==> src/rtl/pipe_ctrl_if.sv <==
// Handshake bundle between the execute/fetch stages and the pipeline hazard controller.
// The master side issues requests, and the slave side (pipe_ctrl) returns redirect, hold and flush controls.
interface pipe_ctrl_if #(
  parameter int unsigned INST_ADDR_W = 32
);
  logic                   ex_jump_req;
  logic [INST_ADDR_W-1:0] ex_jump_addr;
  logic                   ex_hold_req;
  logic                   bus_hold_req;
  logic                   int_req;
  logic                   jump_o;
  logic [INST_ADDR_W-1:0] jump_addr_o;
  logic [1:0]             hold_o;
  logic                   flush_o;
  logic                   int_ack;
  logic [15:0]            stall_cnt;

  modport master (
    output ex_jump_req, ex_jump_addr, ex_hold_req, bus_hold_req, int_req,
    input  jump_o, jump_addr_o, hold_o, flush_o, int_ack, stall_cnt
  );

  modport slave (
    input  ex_jump_req, ex_jump_addr, ex_hold_req, bus_hold_req, int_req,
    output jump_o, jump_addr_o, hold_o, flush_o, int_ack, stall_cnt
  );
endinterface

==> src/rtl/pipe_ctrl.sv <==
// Pipeline hazard controller: arbitrates interrupt, jump and hold requests into PC redirect, flush and hold controls.
// All outputs are registered with 1-cycle latency from the sampled request; hold_o freezes the upstream stages.
module pipe_ctrl #(
  parameter int unsigned            INST_ADDR_W  = 32,
  parameter int unsigned            FLUSH_CYCLES = 2,
  parameter logic [INST_ADDR_W-1:0] INT_ADDR     = 32'h0000_0100
) (
  input  logic       clk,
  input  logic       rst,
  pipe_ctrl_if.slave pif
);
  typedef enum logic [1:0] {IDLE, REDIRECT, FLUSH, STALL} state_t;

  state_t                 state, state_nxt;
  logic                   jump_q, jump_d;
  logic [INST_ADDR_W-1:0] addr_q, addr_d;
  logic [1:0]             hold_q, hold_d;
  logic                   flush_q, flush_d;
  logic                   ack_q, ack_d;
  logic [2:0]             fcnt_q, fcnt_d;
  logic                   cap_vld_q, cap_vld_d;
  logic [INST_ADDR_W-1:0] cap_addr_q, cap_addr_d;
  logic [15:0]            stall_cnt_q;

  logic       int_ok;
  logic       any_hold;
  logic       jump_now;
  logic       jump_cap;
  logic [1:0] hold_lvl;

  // A bus wait blocks interrupts, and it defers jumps that arrive while already stalled.
  assign int_ok   = pif.int_req && !pif.bus_hold_req;
  assign any_hold = pif.ex_hold_req || pif.bus_hold_req;
  assign jump_now = pif.ex_jump_req && ((state == IDLE) || !pif.bus_hold_req);
  assign jump_cap = cap_vld_q && !pif.bus_hold_req;
  assign hold_lvl = pif.ex_hold_req ? 2'b11 : 2'b01;

  always_ff @(posedge clk or negedge rst) begin
    if (!rst) begin
      state <= IDLE;
    end else begin
      state <= state_nxt;
    end
  end

  always_comb begin
    state_nxt  = state;
    jump_d     = 1'b0;
    addr_d     = addr_q;
    hold_d     = 2'b00;
    flush_d    = 1'b0;
    ack_d      = 1'b0;
    fcnt_d     = fcnt_q;
    cap_vld_d  = cap_vld_q;
    cap_addr_d = cap_addr_q;
    unique case (state)
      IDLE, STALL: begin
        if (int_ok) begin
          state_nxt = REDIRECT;
          jump_d    = 1'b1;
          flush_d   = 1'b1;
          ack_d     = 1'b1;
          addr_d    = INT_ADDR;
          cap_vld_d = 1'b0;
        end else if (jump_now) begin
          state_nxt = REDIRECT;
          jump_d    = 1'b1;
          flush_d   = 1'b1;
          addr_d    = pif.ex_jump_addr;
          cap_vld_d = 1'b0;
        end else if (jump_cap) begin
          state_nxt = REDIRECT;
          jump_d    = 1'b1;
          flush_d   = 1'b1;
          addr_d    = cap_addr_q;
          cap_vld_d = 1'b0;
        end else begin
          // Only reachable in STALL with the bus waiting: park the jump until the bus frees up.
          if (pif.ex_jump_req) begin
            cap_vld_d  = 1'b1;
            cap_addr_d = pif.ex_jump_addr;
          end
          if (any_hold) begin
            state_nxt = STALL;
            hold_d    = hold_lvl;
          end else begin
            state_nxt = IDLE;
          end
        end
      end
      REDIRECT: begin
        state_nxt = FLUSH;
        hold_d    = 2'b10;
        flush_d   = 1'b1;
        fcnt_d    = 3'(FLUSH_CYCLES);
      end
      FLUSH: begin
        if (fcnt_q > 3'd1) begin
          fcnt_d  = fcnt_q - 3'd1;
          hold_d  = 2'b10;
          flush_d = 1'b1;
        end else begin
          fcnt_d = 3'd0;
          if (any_hold) begin
            state_nxt = STALL;
            hold_d    = hold_lvl;
          end else begin
            state_nxt = IDLE;
          end
        end
      end
      default: state_nxt = IDLE;
    endcase
  end

  always_ff @(posedge clk or negedge rst) begin
    if (!rst) begin
      jump_q     <= 1'b0;
      addr_q     <= '0;
      hold_q     <= 2'b00;
      flush_q    <= 1'b0;
      ack_q      <= 1'b0;
      fcnt_q     <= 3'd0;
      cap_vld_q  <= 1'b0;
      cap_addr_q <= '0;
    end else begin
      jump_q     <= jump_d;
      addr_q     <= addr_d;
      hold_q     <= hold_d;
      flush_q    <= flush_d;
      ack_q      <= ack_d;
      fcnt_q     <= fcnt_d;
      cap_vld_q  <= cap_vld_d;
      cap_addr_q <= cap_addr_d;
    end
  end

  always_ff @(posedge clk or negedge rst) begin
    if (!rst) begin
      stall_cnt_q <= 16'h0000;
    end else if ((hold_q != 2'b00) && (stall_cnt_q != 16'hFFFF)) begin
      stall_cnt_q <= stall_cnt_q + 16'h0001;
    end
  end

  assign pif.jump_o      = jump_q;
  assign pif.jump_addr_o = addr_q;
  assign pif.hold_o      = hold_q;
  assign pif.flush_o     = flush_q;
  assign pif.int_ack     = ack_q;
  assign pif.stall_cnt   = stall_cnt_q;
endmodule
==> src/flat_wrapper.sv <==
// flat-port wrapper written by rule: the top's interface ports become plain ports
module pipe_ctrl_flat 
#(
  parameter int unsigned            INST_ADDR_W  = 32,
  parameter int unsigned            FLUSH_CYCLES = 2,
  parameter logic [INST_ADDR_W-1:0] INT_ADDR     = 32'h0000_0100
)
  (clk, rst, pif_ex_jump_req, pif_ex_jump_addr, pif_ex_hold_req, pif_bus_hold_req, pif_int_req, pif_jump_o, pif_jump_addr_o, pif_hold_o, pif_flush_o, pif_int_ack, pif_stall_cnt);
  pipe_ctrl_if #(.INST_ADDR_W(INST_ADDR_W)) pif_i ();
  input  logic clk;
  input  logic rst;
  input wire logic [$bits(pif_i.ex_jump_req)-1:0] pif_ex_jump_req;
  input wire logic [$bits(pif_i.ex_jump_addr)-1:0] pif_ex_jump_addr;
  input wire logic [$bits(pif_i.ex_hold_req)-1:0] pif_ex_hold_req;
  input wire logic [$bits(pif_i.bus_hold_req)-1:0] pif_bus_hold_req;
  input wire logic [$bits(pif_i.int_req)-1:0] pif_int_req;
  output wire logic [$bits(pif_i.jump_o)-1:0] pif_jump_o;
  output wire logic [$bits(pif_i.jump_addr_o)-1:0] pif_jump_addr_o;
  output wire logic [$bits(pif_i.hold_o)-1:0] pif_hold_o;
  output wire logic [$bits(pif_i.flush_o)-1:0] pif_flush_o;
  output wire logic [$bits(pif_i.int_ack)-1:0] pif_int_ack;
  output wire logic [$bits(pif_i.stall_cnt)-1:0] pif_stall_cnt;
  assign pif_i.ex_jump_req = pif_ex_jump_req;
  assign pif_i.ex_jump_addr = pif_ex_jump_addr;
  assign pif_i.ex_hold_req = pif_ex_hold_req;
  assign pif_i.bus_hold_req = pif_bus_hold_req;
  assign pif_i.int_req = pif_int_req;
  assign pif_jump_o = pif_i.jump_o;
  assign pif_jump_addr_o = pif_i.jump_addr_o;
  assign pif_hold_o = pif_i.hold_o;
  assign pif_flush_o = pif_i.flush_o;
  assign pif_int_ack = pif_i.int_ack;
  assign pif_stall_cnt = pif_i.stall_cnt;
  pipe_ctrl #(.INST_ADDR_W(INST_ADDR_W), .FLUSH_CYCLES(FLUSH_CYCLES), .INT_ADDR(INT_ADDR)) u_core (.clk(clk), .rst(rst), .pif(pif_i));
endmodule
==> config.mk <==
export PLATFORM = sky130hd
export DESIGN_NAME = pipe_ctrl_flat
export DESIGN_NICKNAME = d
export VERILOG_FILES = /design/src/rtl/pipe_ctrl_if.sv /design/src/rtl/pipe_ctrl.sv /design/src/flat_wrapper.sv
export SDC_FILE = /design/constraint.sdc
export NUM_CORES = 1
export LEC_CHECK = 0
export ABC_AREA = 1
export CORE_MARGIN = 2
export CORE_UTILIZATION = 40
export CTS_BUF_LIST = sky130_fd_sc_hd__clkbuf_2
export CTS_CLUSTER_SIZE = 28
export DETAILED_ROUTE_END_ITERATION = 10
export PLACE_DENSITY = 0.65
export SETUP_SLACK_MARGIN = 0.3
export SLEW_MARGIN = 10
export SYNTH_ARGS = -nofsm -noshare
export SYNTH_HDL_FRONTEND = slang
export SYNTH_SLANG_ARGS = --single-unit
export TNS_END_PERCENT = 20
==> constraint.sdc <==
create_clock -name clk -period 4.85 [get_ports clk]
set_input_delay 0.7275 -clock clk [delete_from_list [all_inputs] [get_ports clk]]
set_output_delay 0.7275 -clock clk [all_outputs]
set_load 0.02 [all_outputs]
==> results.ini, run 1 <==
[sta]
finalSetupViolCount=0
fmax_mhz=349
finalCriticalPeriod_ns=2.87
fin_skew_ns=0.0307
worst_slew_pin_slew_ns=1.04
fin_hold_ws_ns=0.146
hold_viol_final=0
rsz0062_at_grt=no
max_slew_margin_pct=30.7
post-route-period-util_pct=59.1
fin_setup_tns_ns=0
final_max_slew_viol_count=0

[routing]
drc=0
vias_per_cell=4.81
wire_per_inst_um=13.0
drt_wl_total_um=9910
drt-initial-drc-count=190
drt.antenna.violating_nets=0
num_vias=3663
first_pass_iters=4

[clock_tree]
cts_resized=0
cts_tree=yes
cts_htree_levels=3
path_clk_slew_ns=0.26
cts_setup_buffers=0
cts_buffer_depth=2
cts_root_buf=clkbuf_2
cts_num_sinks=91
clkLatencyLatePin_ns=0.53
numCtsBuffers=9
cts_hold_buf=0

[die]
placementRows=38
die_w_um=108
fp.dieH_um=108
start_util_pct=40.6
die_area_sq_um=11800
ioPinCount=91
core_area_sq_um=10700

[hold_path]
hold_path.class=in2async

[critical_path]
worst_r2r_endpoint=u_core.pif.jump_addr_o[31]
critPathArrivalTime_ns=3.30
critPathKind=in2reg
r2r_start=u_core.state[1]
crit_fanout=51
r2r_slack_ns=2.30
reg2reg_depth=7
start_kind=input pin
end_kind=flip-flop
required_ns=5.28

[synth]
mappedNetlistNets=583
ys_seq_area_share_pct=52.2
syn_area_sq_um=4360
ys_ff_latch=91
synthCells=539
synthDistinctLibCells=26
syn_avg_cell_area_sq_um=8.10
ys_warn_count=0

[global_routing]
grt_max_degree=65
met2_usage_pct=30.2
grtUsageMet1_pct=23.7
grt_pass1_vias=3615
top_usage_layer=met2
met3_usage_pct=4.52
grt_first_pass_wirelength_um=16800
overflow=0
antenna_found_initial=0
track_usage_pct=18.1

[cells_and_area]
area_delta_synth_final_pct=26.1
nets=661
layout-drive-gt1-share_pct=7.23
insertedDiodeCount=0

[power_and_ir_drop]
p_leak_nw=2.61
p_per_area_nw_per_um2=577
ir_drop_uv=304

[status]
status=completed

[run]
cap_violations=0

[placement]
post-dp-hpwl_um=6710
port_buffers=90
place.gp.congestion=0.834

-- registers in the layout, indices dropped and copies added, names as in the netlist --
name,cells
u_core.cap_addr_q,32
u_core.cap_vld_q,1
u_core.fcnt_q,3
u_core.pif.flush_o,1
u_core.pif.hold_o,2
u_core.pif.int_ack,1
u_core.pif.jump_addr_o,32
u_core.pif.jump_o,1
u_core.pif.stall_cnt,16
u_core.state,2
-- synthesized netlist by cell type --
master / number / area share, %
o21ai_4: 1 / 0.37
nor2_1: 38 / 3.3
o21ai_2: 9 / 1.8
nand3_1: 22 / 2.5
o21bai_1: 1 / 0.17
nand4_1: 6 / 0.86
o21ai_1: 39 / 4.5
o21ai_0: 27 / 3.1
xnor2_1: 6 / 1.2
nor2_2: 2 / 0.29
and2b_2: 1 / 0.20
ha_1: 6 / 1.7
xor2_1: 3 / 0.60
clkbuf_1: 3 / 0.26
inv_2: 3 / 0.26
a22oi_1: 1 / 0.17
dfrtp_1: 91 / 52
inv_1: 56 / 4.8
buf_4: 3 / 0.52
nor2_4: 2 / 0.52
a21oi_1: 20 / 2.3
buf_2: 17 / 1.9
nand2_1: 172 / 15
buf_6: 2 / 0.52
nand2_2: 7 / 1.0
or2_2: 1 / 0.14
-- worst max-delay path, cell delays in order --
cell             delay [ns]
clkdlybuf4s50_1        0.80
o21ai_4                0.21
nand2_2                0.11
nor2_4                 0.37
nand2_2                0.69
o21ai_1                0.37
-- worst max path at each step --
stage / from / to / cells after the start
6_report: pif_ex_jump_req / u_core.cap_addr_q[23] / 6
3_3_place_gp: pif_ex_jump_req / u_core.pif.jump_addr_o[8] / 8
2_1_floorplan: pif_ex_jump_req / u_core.cap_addr_q[27] / 8
3_5_place_dp: pif_ex_jump_req / u_core.cap_addr_q[16] / 7
4_1_cts: pif_ex_jump_req / u_core.cap_addr_q[19] / 6
5_1_grt: pif_ex_jump_req / u_core.cap_addr_q[23] / 6
-- metal layers --
layer  routed length (um)  share of wire (%)  vias to the layer above
met5                    0                  0                        -
met4                   46               0.46                        0
met3                  468                4.7                        4
met2                 4820                 49                      101
met1                 4580                 46                     1706
li1                     -                  -                     1852
-- where the power goes --
group / internal [mW] / switching, mW
combinational: 0.556 / 0.850
clock: 0.277 / 0.258
sequential: 1.05 / 0.187
-- metrics by stage --
stage          power, mW  setup WS [ns]  instances  util (%)  area (sq um)
2_1_floorplan       2.17           3.16        539         -          4360
6_report            3.18           1.98        762      51.2          5510
3_5_place_dp        2.67           1.41        746      49.5          5320
3_3_place_gp        2.62           1.51        746      49.5          5320
4_1_cts             3.21           2.01        762      51.2          5510
5_1_grt             3.44           1.81        762      51.2          5510
-- logic make-up after synthesis --
| family | synth area share, % |
|---|---|
| buf+inv | 8.31 |
| flops | 52.2 |
| fa+ha+maj | 1.72 |
| simple gates | 23.6 |
| xor+xnor | 1.81 |
| compound gates | 12.4 |
-- placed cells by master, fill, tap and decap left out, types with 4 or more instances in the layout --
master / Yosys / layout
o21ai_2: 9 / 8
clkbuf_2: 0 / 10
ha_1: 6 / 6
o21ai_1: 39 / 39
nand3_1: 22 / 22
dfrtp_1: 91 / 91
a21oi_1: 20 / 20
inv_1: 56 / 56
o21ai_0: 27 / 27
nand4_1: 6 / 6
xnor2_1: 6 / 6
clkdlybuf4s50_1: 0 / 89
nand2_2: 7 / 7
bufinv_16: 0 / 4
nor2_1: 38 / 38
nand2_1: 172 / 172
-- layout make-up --
class                   instances  area [sq um]
clock inverters                 6           136
multi-input cells             364          1730
flip-flops and latches         91          2280
inverters                      59           221
repair buffers                 92           913
well taps                     140           175
clock buffers                  10          50.0
fillers                      1066          5240
Power figures use the tool's default switching activity.
==> run 2: changes to the inputs <==
==> constraint.sdc (replaced) <==
create_clock -name clk -period 2.7 [get_ports clk]
set_input_delay 0.405 -clock clk [delete_from_list [all_inputs] [get_ports clk]]
set_output_delay 0.405 -clock clk [all_outputs]
set_load 0.02 [all_outputs]
==> results.ini, run 2 (synthesis results as in run 1) <==
[status]
status=completed  ; unchanged

[cells_and_area]
area_delta_synth_final_pct=26.5  ; was 26.1%
layout-drive-gt1-share_pct=7.67  ; was 7.23%
nets=666  ; was 661
layout.cells.most_common=nand2_1  ; unchanged
final_cells=766  ; was 762
insertedDiodeCount=0  ; unchanged
fill_cells=1068  ; was 1066
final_cell_mix=nand2_1 (172), dfrtp_1 (91), clkdlybuf4s50_1 (89)  ; unchanged

[sta]
finalSetupViolCount=0  ; unchanged
final_max_slew_viol_count=0  ; unchanged
setup_slack_ns=0.538  ; was 1.98 ns
fin_skew_ns=0.0415  ; was 0.0307 ns
worst_slew_pin_slew_ns=0.676  ; was 1.04 ns
hold_viol_final=0  ; unchanged
max_slew_margin_pct=54.8  ; was 30.7%
fin_setup_tns_ns=0  ; unchanged
rsz0062_at_grt=no  ; unchanged
finalCriticalPeriod_ns=2.16
post-route-period-util_pct=80.1
fin_hold_ws_ns=0.354  ; was 0.146 ns
fmax_mhz=462

[critical_path]
cp_num_buf_inv=1  ; unchanged
max_stage_delay_ns=0.66  ; was 0.80 ns
start_kind=flip-flop  ; was input pin
required_ns=2.30  ; was 5.28 ns
critPathKind=reg2out  ; was in2reg
end_kind=primary output  ; was flip-flop
critPathArrivalTime_ns=1.76  ; was 3.30 ns
crit_chain=clkdlybuf4s50_1  ; was clkdlybuf4s50_1, o21ai_4, nand2_2, nor2_4, nand2_2, o21ai_1
crit_slowest_cell=clkdlybuf4s50_1  ; unchanged
crit_fanout=8  ; was 51
crit_family=buffers and inverters  ; was simple AND/OR/NAND/NOR gates

[power_and_ir_drop]
p_leak_nw=2.62  ; was 2.61 nW
pwr-share-comb_pct=46.1  ; was 44.3%
power.total_mw=5.56  ; was 3.18 mW
power.share.sequential_pct=39.8  ; was 38.9%
ir_drop_uv=462  ; was 304 uV
p_per_area_nw_per_um2=1010  ; was 577 nW/um^2
clkPwrFrac_pct=14.1  ; was 16.9%
swShare_pct=41.9  ; was 40.8%
switchingPower_mw=2.33  ; was 1.30 mW
p_int_mw=3.23  ; was 1.88 mW

[global_routing]
track_usage_pct=17.9  ; was 18.1%
grt_first_pass_wirelength_um=16700  ; was 16800 um
overflow=0  ; unchanged
grt_max_degree=65  ; unchanged
antenna_found_initial=0  ; unchanged
grt_pass1_vias=3600  ; was 3615

[run]
cap_violations=0  ; unchanged

[clock_tree]
cts_resized=0  ; unchanged
cts_tree=yes  ; unchanged
path_clk_slew_ns=0.28  ; was 0.26 ns
cts_htree_levels=3  ; unchanged
cts_num_sinks=91  ; unchanged
cts_root_buf=clkbuf_2  ; unchanged
cts_buffer_depth=2  ; unchanged
numCtsBuffers=9  ; unchanged
cts_setup_buffers=0  ; unchanged
clkLatencyLatePin_ns=0.53  ; about the same

[routing]
drc=0  ; unchanged
first_pass_iters=6  ; was 4
drt_wl_total_um=9760  ; was 9910 um
wire_per_inst_um=12.7  ; was 13.0 um
drt-initial-drc-count=195  ; was 190
num_vias=3686  ; was 3663
vias_per_cell=4.81  ; about the same
drt.antenna.violating_nets=0  ; unchanged

[die]
start_util_pct=40.6  ; unchanged
core_area_sq_um=10700  ; unchanged
ioPinCount=91  ; unchanged
die_area_sq_um=11800  ; unchanged
placementRows=38  ; unchanged
fp.dieH_um=108  ; unchanged
die_w_um=108  ; unchanged

[hold_path]
hold_path.class=in2async  ; unchanged

[placement]
place.gp.congestion=0.813  ; was 0.834
dp_cells=750  ; was 746
post-dp-hpwl_um=6710  ; about the same
port_buffers=90  ; unchanged
pre_cts_slack_ns=0.510  ; was 1.41 ns

-- run 2: cell types whose count changed in the layout (fill, tap and decap cells not counted) --
cell,before,now
buf_12,0,2
buf_4,3,5
bufinv_16,4,2
clkinv_4,0,1
dlygate4sd3_1,0,1
inv_6,1,0
inv_8,0,1
-- run 2: worst paths after layout --
check | depth (start not counted) | slack (ns) | to | startpoint
setup / recovery | 1 | 0.54 | pif_stall_cnt[2] | u_core.pif.stall_cnt[2]
hold / removal | 2 | 0.35 | u_core.pif.stall_cnt[2] | rst
setup reg to reg | 7 | 0.65 | u_core.pif.jump_addr_o[27] | u_core.state[1]
hold reg to reg | 2 | 0.51 | u_core.cap_addr_q[11] | u_core.cap_addr_q[11]
max in group asynchronous | 3 | 1.65 | u_core.cap_addr_q[30] | rst
min in group clk | 3 | 0.40 | u_core.cap_addr_q[19] | pif_ex_jump_addr[19]
-- run 2: cell type report --
cell class                      count  area (sq um)  share of cell area, %
Multi-Input combinational cell    364          1730                   31.4
Clock inverter                      5          87.6                   1.59
Clock buffer                       10          50.0                  0.906
Tap cell                          140           175                   3.17
Sequential cell                    91          2280                   41.2
Timing Repair Buffer               97           978                   17.7
Inverter                           59           221                   4.01
-- run 2: power groups by stage --
stage	Combinational (mW)	Sequential, mW	Clock [mW]
CTS	2.60	2.21	0.810
global route	2.88	2.28	0.867
finish	2.56	2.21	0.782
detailed placement	2.59	2.24	0
global placement	2.53	2.23	0
floorplan	1.44	2.46	0
-- run 2: per-stage QoR --
stage          util [%]  cell area [sq um]
3_3_place_gp       50.0               5370
5_1_grt            51.4               5520
6_report           51.4               5520
4_1_cts            51.4               5520
3_5_place_dp       50.0               5370
2_1_floorplan         -               4360
-- run 2: repair_timing --
action                                 in CTS  in global routing
setup endpoints to repair                   0                  0
endpoints found under the hold margin      43                  0
hold buffers                                1                  0
-- run 2: per-layer routing --
| metal | vias up | GRT usage, % | share of wire [%] |
|---|---|---|---|
| met5 | - | 0 | 0 |
| met2 | 87 | 29.3 | 46 |
| met4 | 0 | 5.86 | 1.5 |
| met1 | 1733 | 23.8 | 48 |
| li1 | 1853 | - | - |
| met3 | 13 | 3.80 | 4.7 |
==> run 3: changes to the inputs <==
--- a/config.mk
+++ b/config.mk
@@ -11,7 +11,7 @@
 export CTS_BUF_LIST = sky130_fd_sc_hd__clkbuf_2
 export CTS_CLUSTER_SIZE = 28
 export DETAILED_ROUTE_END_ITERATION = 10
-export PLACE_DENSITY = 0.65
+export PLACE_DENSITY = 0.68
 export SETUP_SLACK_MARGIN = 0.3
 export SLEW_MARGIN = 10
 export SYNTH_ARGS = -nofsm -noshare
==> constraint.sdc (replaced) <==
create_clock -name clk -period 1.8 [get_ports clk]
set_input_delay 0.27 -clock clk [delete_from_list [all_inputs] [get_ports clk]]
set_output_delay 0.27 -clock clk [all_outputs]
set_load 0.02 [all_outputs]
==> results.ini, run 3 (synthesis results as in run 1) <==
[placement]
post-dp-hpwl_um=6900  ; was 6710 um
dpl_cell_area_sq_um=5490  ; was 5370 sq um
port_buffers=90  ; unchanged
place.gp.congestion=0.854  ; was 0.813

[clock_tree]
cts_htree_levels=3  ; unchanged
cts_root_buf=clkbuf_2  ; unchanged
cts_buffer_depth=2  ; unchanged
cts_tree=yes  ; unchanged
numCtsBuffers=9  ; unchanged
path_clk_slew_ns=0.29  ; was 0.28 ns
cts_num_sinks=91  ; unchanged
clkLatencyLatePin_ns=0.55  ; was 0.53 ns

[cells_and_area]
fin_area_sq_um=5860  ; was 5520 sq um
nets=703  ; was 666
fill_cells=1026  ; was 1068
final_cell_mix=nand2_1 (168), dfrtp_1 (85), inv_1 (54)  ; was nand2_1 (172), dfrtp_1 (91), clkdlybuf4s50_1 (89)
insertedDiodeCount=0  ; unchanged
layout-drive-gt1-share_pct=21.1  ; was 7.67%
area_delta_synth_final_pct=34.4  ; was 26.5%
layout.cells.most_common=nand2_1  ; unchanged

[global_routing]
met2_usage_pct=29.3  ; unchanged
overflow=0  ; unchanged
grtUsageMet1_pct=25.0  ; was 23.8%
grt_max_degree=65  ; unchanged
grt_first_pass_wirelength_um=17100  ; was 16700 um
antenna_found_initial=0  ; unchanged
top_usage_layer=met2  ; unchanged
grt_pass1_vias=3663  ; was 3600
met3_usage_pct=3.32  ; was 3.80%
track_usage_pct=18.3  ; was 17.9%

[critical_path]
crit_fanout=13  ; was 8
critPathArrivalTime_ns=2.09  ; was 1.76 ns
crit_chain=inv_2, ha_4, o21ai_4, nand2_4, nand2_2, inv_2, nand2_4, buf_12, nor2_1, nor2_1  ; was clkdlybuf4s50_1
required_ns=2.29  ; was 2.30 ns
max_stage_delay_ns=0.45  ; was 0.66 ns
critPathKind=reg2reg  ; was reg2out
r2r_slack_ns=0.20  ; was 0.65 ns
crit_family=flip-flops  ; was buffers and inverters
start_kind=flip-flop  ; unchanged
crit_slowest_cell=dfrtp_1  ; was clkdlybuf4s50_1
cp_num_buf_inv=3  ; was 1
end_kind=flip-flop  ; was primary output

[sta]
worst_slew_pin_slew_ns=0.399  ; was 0.676 ns
post-route-period-util_pct=89.1
rsz0062_at_grt=yes  ; was no
max_slew_margin_pct=73.4  ; was 54.8%
fin_hold_ws_ns=0.130  ; was 0.354 ns
fin_skew_ns=0.0290  ; was 0.0415 ns
fin_setup_tns_ns=0  ; unchanged
hold_viol_final=0  ; unchanged
finalCriticalPeriod_ns=1.60
final_max_slew_viol_count=0  ; unchanged
fmax_mhz=624
finalSetupViolCount=0  ; unchanged

[power_and_ir_drop]
p_per_area_nw_per_um2=1540  ; was 1010 nW/um^2
p_leak_nw=2.93  ; was 2.62 nW
ir_drop_uv=786  ; was 462 uV

[die]
die_w_um=108  ; unchanged
placementRows=38  ; unchanged
die_area_sq_um=11800  ; unchanged
fp.dieH_um=108  ; unchanged
core_area_sq_um=10700  ; unchanged
ioPinCount=91  ; unchanged
start_util_pct=40.6  ; unchanged

[routing]
num_vias=3900  ; was 3686
drt_wl_total_um=10400  ; was 9760 um
vias_per_cell=4.85  ; was 4.81
drt-initial-drc-count=170  ; was 195
drt.antenna.violating_nets=0  ; unchanged
first_pass_iters=4  ; was 6
wire_per_inst_um=12.9  ; was 12.7 um
drc=0  ; unchanged

[hold_path]
hold_path.class=in2async  ; unchanged

[status]
status=completed  ; unchanged

[run]
cap_violations=0  ; unchanged

## run 3: cell types whose count changed in the layout (fill, tap and decap cells not counted), sizes merged
cell and delta:
inv +3, dlygate4sd2 +3, clkdlybuf4s15 +24, clkinv -1, clkdlybuf4s50 -53, buf +62
## run 3: final cells by class
class	instances	area, sq um	area share [%]
sequential	91	2280	39.0
multi-input combinational	364	1790	30.6
timing repair buffer	134	1240	21.1
inverter	59	221	3.78
tap	140	175	2.99
clock inverter	7	108	1.83
clock buffer	9	45.0	0.768
## run 3: what timing repair did
item	in CTS	in global routing
hold buffers	1	0
resized for setup	176	18
setup buffers	24	2
endpoints found under the hold margin	69	0
endpoints found under the setup margin	135	129
cloned	1	1
pin swaps	3	3
## run 3: worst register-to-register path: stages (launching register included)
cell	delay, ns
dfrtp_1	0.45
inv_2	0.07
ha_4	0.17
o21ai_4	0.21
nand2_4	0.09
nand2_2	0.11
inv_2	0.07
nand2_4	0.11
buf_12	0.15
nor2_1	0.05
nor2_1	0.08
## run 3: worst paths after layout
check	start	to	depth (start not counted)
worst min register to register	u_core.cap_addr_q[12]	u_core.cap_addr_q[12]	2
min in group clk	pif_ex_jump_addr[22]	u_core.cap_addr_q[22]	3
worst min-delay path	rst	u_core.pif.stall_cnt[4]	2
worst max-delay path	u_core.state[0]	u_core.pif.jump_addr_o[8]	10
max in group asynchronous	rst	u_core.cap_addr_q[13]	3
worst max register to register	u_core.state[0]	u_core.pif.jump_addr_o[8]	10
## run 3: report_power, final
group	switching [mW]	leakage (nW)	internal, mW
Sequential	0.412	1.16	2.82
Clock	0.781	0.0870	0.491
Combinational	2.59	1.68	1.91
Total	3.78	2.93	5.23
## run 3: per-layer routing
metal / wire [um] / vias to the layer above
li1: - / 1933
met1: 4840 / 1841
met2: 4780 / 107
met3: 594 / 19
met4: 199 / 0
met5: 0 / -
## run 3: per-stage QoR
stage	util [%]	setup slack, ns	total power, mW	std cells
finish	54.6	0.197	9.01	804
global route	54.6	0.117	9.69	804
CTS	53.7	0.207	8.83	801
detailed placement	51.1	0.0223	7.49	759
global placement	51.1	0.0607	7.38	759
floorplan	-	0.289	5.90	539
==> RTL edit: new RTL, config.mk and constraints of run 1 <==
Encoding of `state_t`: now one-hot (4 bits for 4 states).
--- a/src/rtl/pipe_ctrl.sv
+++ b/src/rtl/pipe_ctrl.sv
@@ -9,7 +9,7 @@
   input  logic       rst,
   pipe_ctrl_if.slave pif
 );
-  typedef enum logic [1:0] {IDLE, REDIRECT, FLUSH, STALL} state_t;
+  typedef enum logic [3:0] {IDLE = 4'b0001, REDIRECT = 4'b0010, FLUSH = 4'b0100, STALL = 4'b1000} state_t;
 
   state_t                 state, state_nxt;
   logic                   jump_q, jump_d;
Formal check against the unedited RTL: same outputs for any inputs over 4 cycles, from zero or initial values and one cycle with rst low; so few cycles prove little.
==> RTL edit against run 1 <==
Sequential cell count increased by 2. Count of clock-buffer cells in the layout stayed put. Area after synthesis up 10%. Global-route usage rose by 0.34 points. Worst setup slack better by 0.12 ns. Critical path depth up 4. Cell area increased by 6.1%. Combinational power increased by 8%. Power down 2.7%. Via count rose by 16%. Cell count increased by 19%. First-iteration DRC count rose by 31%. Wire length rose by 13%. Critical path type is now flop to flop. Critical endpoint is now u_core.cap_addr_q[31]. Largest power group unchanged.
==> RTL edit: results (changes against run 1) <==
metric	value	unit	change
numCtsBuffers	9		unchanged
synth_area_leaders	dfrtp_1 (48%), nand2_1 (24%), inv_1 (6.9%)		was dfrtp_1 (52%), nand2_1 (15%), inv_1 (4.8%)
wl_per_cell	12.44	um	was 13.01 um
relSlewSlack	28.31	%	was 30.68%
path_clk_slew	0.26	ns	about the same
status	completed		unchanged
crit_type	flop to flop		was input pin to flop
synth_fp_nets	716		was 583
grt_pass1_vias	4083		was 3,615
holdCritPathClass	input pin to asynchronous set/reset pin		unchanged
reg2reg_slack	2.10	ns	was 2.30 ns
vias	4235		was 3,663
clock_skew	0.03023	ns	was 0.03067 ns
diodes	0		unchanged
async_reset_ff_share	100.0	%	unchanged
cts-root-buf	clkbuf_2		unchanged
drt-initial-drc-count	249		was 190
path_max_fanout	34		was 51
start_kind	flop		was input pin
yosysWarningCount	0		unchanged
drive_gt1_share	4.497	%	was 7.235%
grt_usage	18.43	%	was 18.09%
synth_common_cells	nand2_1 (309), dfrtp_1 (92), inv_1 (89), nor2_1 (54), nand3_1 (50)		was nand2_1 (172), dfrtp_1 (91), inv_1 (56), o21ai_1 (39), nor2_1 (38)
grt_start_max_net_pins	51		was 65
place_hpwl	7551	um	was 6713 um
gp_congestion	0.8396		was 0.8342
htreeDepth	3		unchanged
nNetsFinal	792		was 661
startpoint	u_core.state[0]		was pif_ex_jump_req
synth_cell_types	25		was 26
cts.path.max_buffers	2		unchanged
postCtsSetupBuffers	0		unchanged
place_area	5763	um^2	was 5319 um^2
cp.arrival	3.27	ns	was 3.30 ns
drtPass1Iterations	4		unchanged
r2r_cells	10		was 7
ir_drop	0.0002023	V	was 0.0003037 V
ctsResizeCount	0		unchanged
ys_seq_area_share	48.38	%	was 52.18%
antenna_found_initial	0		unchanged
port_buffers	90		unchanged
r2r_end	u_core.cap_addr_q[31]		was u_core.pif.jump_addr_o[31]
p_leak	3.188	nW	was 2.610 nW
hold_violations	0		unchanged
grt_pass1_wl	19150	um	was 16,820 um
clk_latency	0.57	ns	was 0.53 ns
## RTL edit: layer usage
layer	GRT usage, %	part of all wire, %	up-vias
li1	-	-	2163
met1	23.84	46	1975
met4	6.667	1.2	0
met5	0	0	-
met3	3.241	4.3	10
met2	31.22	48	87
## RTL edit: cells by family (layout without fill, tap and decap cells)
group	Yosys count	count (layout)	share of synthesized area, %
AND/OR/NAND/NOR	427	427	36.03
buffers and inverters	119	200	10.24
flip-flops	93	93	48.38
AO/OA/AOI/OAI	22	22	2.573
XOR/XNOR	11	11	2.002
adder cells (fa/ha/maj)	3	3	0.7799
## RTL edit: worst max-delay path: stages, from the launching register on
cell	delay (ns)
dfstp_2	0.58
inv_1	0.06
nor2_4	0.08
nand2_2	0.08
nand2_4	0.33
nand2_4	0.33
nand2_1	0.17
nor2_1	0.05
nand2_1	0.77
nand2_1	0.14
nand2_1	0.10
## RTL edit: layout make-up
| type | instances | area (um^2) |
|---|---|---|
| fill | 1210 | 6018 |
| inverter | 92 | 345.3 |
| clock buffer | 10 | 50.05 |
| sequential | 93 | 2328 |
| timing repair buffer | 92 | 913.4 |
| tap | 147 | 183.9 |
| clock inverter | 6 | 30.03 |
| multi-input combinational | 463 | 1992 |
## RTL edit: stage by stage
step	power, mW	util (%)	hold WS (ns)	instances	setup slack, ns
after floorplan	2.296	-	0.4319	675	3.209
after global placement	2.757	48.59	0.4534	887	1.566
after detailed placement	2.794	48.59	0.4584	887	1.502
after global routing	3.383	49.26	0.1457	903	1.808
final	3.088	49.26	0.1375	903	2.100
after CTS	3.122	49.26	0.1306	903	2.095
## RTL edit: how the worst min path moves through the flow
| stage | to | depth (start not counted) | startpoint |
|---|---|---|---|
| final | u_core.pif.jump_addr_o[7] | 1 | rst |
| after global routing | u_core.pif.jump_addr_o[7] | 1 | rst |
| after CTS | u_core.pif.jump_addr_o[7] | 1 | rst |
| after detailed placement | u_core.cap_addr_q[13] | 2 | u_core.cap_addr_q[13] |
| after global placement | u_core.cap_addr_q[2] | 2 | u_core.cap_addr_q[2] |
| after floorplan | u_core.cap_addr_q[0] | 0 | rst |
## RTL edit: where the power goes
part | switching [mW] | total [mW] | internal [mW]
clock | 0.264 | 0.327 | 0.0636
sequential | 0.175 | 1.24 | 1.07
combinational | 0.944 | 1.52 | 0.574
total | 1.38 | 3.09 | 1.71
